<file path="src/rtl/icache_refill_ctrl.sv">
// Instruction-cache refill controller: fetches one block over a 64-bit memory port and streams it to the set array.
// Optional miss/refill-cycle performance counters are enabled by defining ICACHE_REFILL_PERF_EN.
module icache_refill_ctrl #(
    parameter int B      = 64,
    parameter int ADDR_W = 32
) (
    input  logic              clk,
    input  logic              reset,
    input  logic [ADDR_W-1:0] PCF,
    input  logic              CacheMiss,
    output logic              Stall,
    output logic              MemReq,
    output logic [ADDR_W-1:0] MemAddr,
    input  logic              MemAck,
    input  logic              MemValid,
    input  logic [63:0]       MemData,
    output logic              RepReady,
    output logic [63:0]       RepWord
`ifdef ICACHE_REFILL_PERF_EN
    ,
    output logic [31:0]       MissCount,
    output logic [31:0]       RefillCycles
`endif
);

    localparam int BEATS = B / 8;
    localparam int OFF_W = $clog2(B);
    localparam int CNT_W = (BEATS > 1) ? $clog2(BEATS) : 1;
    localparam logic [CNT_W-1:0] LAST_BEAT = CNT_W'(BEATS - 1);

    // state | meaning
    // IDLE  | no refill; a miss latches the block address
    // REQ   | MemReq held until MemAck
    // FILL  | forwarding returned beats to the set array
    // WAIT  | last beat draining; waiting for the miss to clear
    typedef enum logic [1:0] {IDLE, REQ, FILL, WAIT} stateT;

    stateT            state;
    stateT            stateNext;
    logic [CNT_W-1:0] beatCnt;
    logic             loadAddr;
    logic             takeBeat;

    // Offset bits of the fetch address are deliberately dropped by block alignment.
    logic unusedPcfOffset;
    assign unusedPcfOffset = ^PCF[OFF_W-1:0];

    always_ff @(posedge clk or negedge reset) begin
        if (!reset) begin
            state <= IDLE;
        end else begin
            state <= stateNext;
        end
    end

    always_comb begin
        stateNext = state;
        MemReq    = 1'b0;
        loadAddr  = 1'b0;
        takeBeat  = 1'b0;
        case (state)
            IDLE: begin
                if (CacheMiss) begin
                    loadAddr  = 1'b1;
                    stateNext = REQ;
                end
            end
            REQ: begin
                MemReq = 1'b1;
                if (MemAck) begin
                    stateNext = FILL;
                end
            end
            FILL: begin
                if (MemValid) begin
                    takeBeat = 1'b1;
                    if (beatCnt == LAST_BEAT) begin
                        stateNext = WAIT;
                    end
                end
            end
            WAIT: begin
                if (!CacheMiss) begin
                    stateNext = IDLE;
                end
            end
            default: stateNext = IDLE;
        endcase
        Stall = (state != IDLE) || CacheMiss;
    end

    always_ff @(posedge clk or negedge reset) begin
        if (!reset) begin
            MemAddr  <= '0;
            beatCnt  <= '0;
            RepReady <= 1'b0;
            RepWord  <= '0;
        end else begin
            RepReady <= takeBeat;
            if (loadAddr) begin
                MemAddr <= {PCF[ADDR_W-1:OFF_W], {OFF_W{1'b0}}};
                beatCnt <= '0;
            end
            if (takeBeat) begin
                RepWord <= MemData;
                beatCnt <= (beatCnt == LAST_BEAT) ? '0 : beatCnt + 1'b1;
            end
        end
    end

`ifdef ICACHE_REFILL_PERF_EN
    always_ff @(posedge clk or negedge reset) begin
        if (!reset) begin
            MissCount    <= '0;
            RefillCycles <= '0;
        end else begin
            if (loadAddr && (MissCount != 32'hFFFF_FFFF)) begin
                MissCount <= MissCount + 32'd1;
            end
            if ((state != IDLE) && (RefillCycles != 32'hFFFF_FFFF)) begin
                RefillCycles <= RefillCycles + 32'd1;
            end
        end
    end
`endif

endmodule

</file>
<file path="config.mk">
export PLATFORM = sky130hd
export DESIGN_NAME = icache_refill_ctrl
export DESIGN_NICKNAME = d
export VERILOG_FILES = /design/src/rtl/icache_refill_ctrl.sv
export SDC_FILE = /design/constraint.sdc
export NUM_CORES = 1
export LEC_CHECK = 0
export ABC_CLOCK_PERIOD_IN_PS = 3100
export CAP_MARGIN = 20
export CORE_MARGIN = 3
export CORE_UTILIZATION = 43
export DETAILED_ROUTE_END_ITERATION = 10
export PLACE_DENSITY = 0.85
export SYNTH_ARGS = -nofsm -noshare
export SYNTH_HDL_FRONTEND = slang
export SYNTH_SLANG_ARGS = --single-unit
</file>
<file path="constraint.sdc">
create_clock -name clk -period 3.1 [get_ports clk]
set_input_delay 0.62 -clock clk [delete_from_list [all_inputs] [get_ports clk]]
set_output_delay 0.62 -clock clk [all_outputs]
set_load 0.02 [all_outputs]
</file>
==> metrics <==
outcome finished, final reports clean; drt total wl around 9400 um; top cells by count, synth dfrtp_1, mux2_2, mux2_4; RePlAce Congestion 0.6960; Fmax around 0.40 GHz; Yosys top cell area share 60.24%; row count 34; WL/cell around 17 um; I/O Pins 200; Sink Count 96; clk buf depth 2; clk slew on worst S/H paths 0.10 ns; Seq. cell area around 0.0024 mm2; most area-consuming cells after synthesis dfrtp_1, mux2_4, mux2_2, buf_12, ha_1; TritonCTS clock tree yes; initial antenna violation count 0; Starting Density 45.07%; Iteration-0 DRC Markers 43; area delta synth->final 52.27%; cell repeated most along the worst path clkdlybuf4s50_1; Distinct cells, synth 22; Post-CTS Setup Inserts 0; Layout Skew about 0.018 ns; Synth Cell Area 0.003988 mm2; drt drc 0; final net count 532; Synthesis Warnings 0; CP Buf/Inv Count 2; Critical Path Max Stage Delay 0.61 ns; unrepaired setup endpoints after global routing false; first-pass GRT wire length between 10000 and 15000 um; core area 0.008848 mm2; Max Cap Violations 0; root buf cell clkbuf_8; GRT Overall Usage 17.84%; top-count cell post-synth dfrtp_1; Post-synth EDFFs 0; I/O Buffers 187; data arrival time of the worst path between 1.5 and 2 ns; family with the most delay on the worst path buffers and inverters; Post-DRT Antenna Nets 0; H-tree level count 3; Final min period 2.505 ns; Post-CTS Hold Fix Bufs 0; fin area 0.006072 mm2; ys flop type dfrtp_1; PostCTS Resize Cnt 0; slowest CP cell clkdlybuf4s50_1; Worst-Skew Late Latency ~0.35 ns; Final period util 80.82%; largest net degree at the start of global routing 58; die height 102.3 um; register bit count reported by yosys 96; vias after detailed routing 2559; number of fillers in the final layout 650; vias per inst between 4 and 5; die area 0.01047 mm2; multi-input logic area 0.001409 mm2; Pleak 2.627 nW; Initial DRT Pass Iterations 4; share of cells above drive strength 1 26.81%; critical path peak fanout 3; Rel. slew slack 53.38%; sequence of cells on the critical path clkdlybuf4s50_1, nand2b_1, clkdlybuf4s50_1; Avg Cell Area, Syn 17.19 um2; post-synthesis cell count between 200 and 250; ys async rst share 100.0%; Slew Limit Fails 0; final hold violation count 0; Seq/Total Area, Yosys 60.24%; worst-margin pin slew 0.6993 ns; number of buffers created by CTS 9; detailed placement HPWL between 7000 and 8000 um; Worst IR Drop VDD about 0.55 mV; Overflow after GRT 0; antenna cells 0; Pwr Total ~6.6 mW; final setup TNS 0 ns; PwrDens 1081 mW/mm2; crit path capture type output port; Setup Viol. Count Final 0; placed cell area around 0.006 mm2; Core Util, Final 68.62%; r2r setup slk 1.01 ns; Die X 102.3 um; top cell type by total area after synthesis dfrtp_1; crit start category input port; CP Class in -> out; Worst Hold Class in -> async; CP required 2.48 ns; vias in the first global route 2929
## registers in the layout, summed over array words and instances (netlist names)
name and count:
MemAddr 26, RepReady 1, RepWord 64, beatCnt 3
state 2
## report_power, final
part | internal (mW) | leakage, nW | switching [mW] | total (mW)
registers | 1.89 | 1.14 | 0.349 | 2.24
logic | 1.98 | 1.39 | 1.55 | 3.54
clock network | 0.362 | 0.0923 | 0.424 | 0.785
total | 4.24 | 2.63 | 2.33 | 6.56
## per-stage QoR
step	worst slack, ns	hold slack, ns	instances
finish	0.5947	0.3072	537
global route	0.5722	0.3550	537
CTS	0.5988	0.3202	537
detailed placement	0.6013	0.4928	521
global placement	0.6153	0.4754	521
floorplan	1.487	0.3244	237
## path summary, 6_finish.rpt
| kind | start | to | cells after the start |
|---|---|---|---|
| worst min register to register | MemAddr[31] | MemAddr[31] | 1 |
| max in group asynchronous | reset | MemAddr[22] | 2 |
| worst max register to register | state[0] | RepWord[22] | 6 |
| worst min-delay path | reset | RepWord[60] | 1 |
| worst max-delay path | CacheMiss | Stall | 3 |
| min in group clk | MemAddr[31] | MemAddr[31] | 1 |
## placed cells by master, fill, tap and decap left out
master / Yosys / layout
dfrtp_1: 96 / 96
mux2_4: 41 / 41
clkinvlp_4: 0 / 2
mux2_1: 1 / 1
a2bb2oi_1: 1 / 1
clkbuf_1: 0 / 1
nand2_1: 4 / 4
inv_6: 0 / 1
inv_4: 1 / 1
ha_1: 7 / 7
inv_1: 2 / 2
nor2b_1: 1 / 1
mux2_2: 50 / 50
nand2b_1: 2 / 2
a211oi_4: 1 / 1
nand3_1: 3 / 3
buf_12: 5 / 1
o31ai_1: 1 / 1
clkbuf_8: 0 / 12
nor2_1: 2 / 2
buf_4: 8 / 5
nand2_4: 1 / 1
o21ai_0: 1 / 1
clkdlybuf4s50_1: 0 / 186
conb_1: 1 / 6
## worst register-to-register path, stage by stage (launching register included)
cell and delay, ns:
dfrtp_1 0.42, inv_1 0.12, ha_1 0.30, nand2_4 0.11, inv_4 0.35, buf_4 0.35, mux2_4 0.33
## layout make-up
| class | instances | area share (%) |
|---|---|---|
| sequential | 96 | 39.56 |
| tap | 108 | 2.225 |
| inverter | 3 | 0.2267 |
| timing repair buffer | 192 | 31.61 |
| clock buffer | 13 | 2.782 |
| clock inverter | 3 | 0.3915 |
| multi-input combinational | 122 | 23.20 |
## kinds of logic after synthesis
logic type,count (synthesis),synth area share [%]
compound gates,4,1.035
fa+ha+maj,7,2.196
simple gates,13,1.694
buf+inv,19,4.895
flops,96,60.24
other cells,1,0.09404
mux,92,29.84
## per-layer routing
| metal | GRT usage, % | up-vias | part of all wire [%] |
|---|---|---|---|
| met2 | 31.63 | 118 | 51 |
| met4 | 6.155 | 0 | 1.6 |
| met3 | 6.212 | 12 | 9.0 |
| met5 | 0 | - | 0 |
| li1 | - | 1173 | - |
| met1 | 19.93 | 1256 | 39 |
Note: power is estimated with default switching activity, not from simulation.
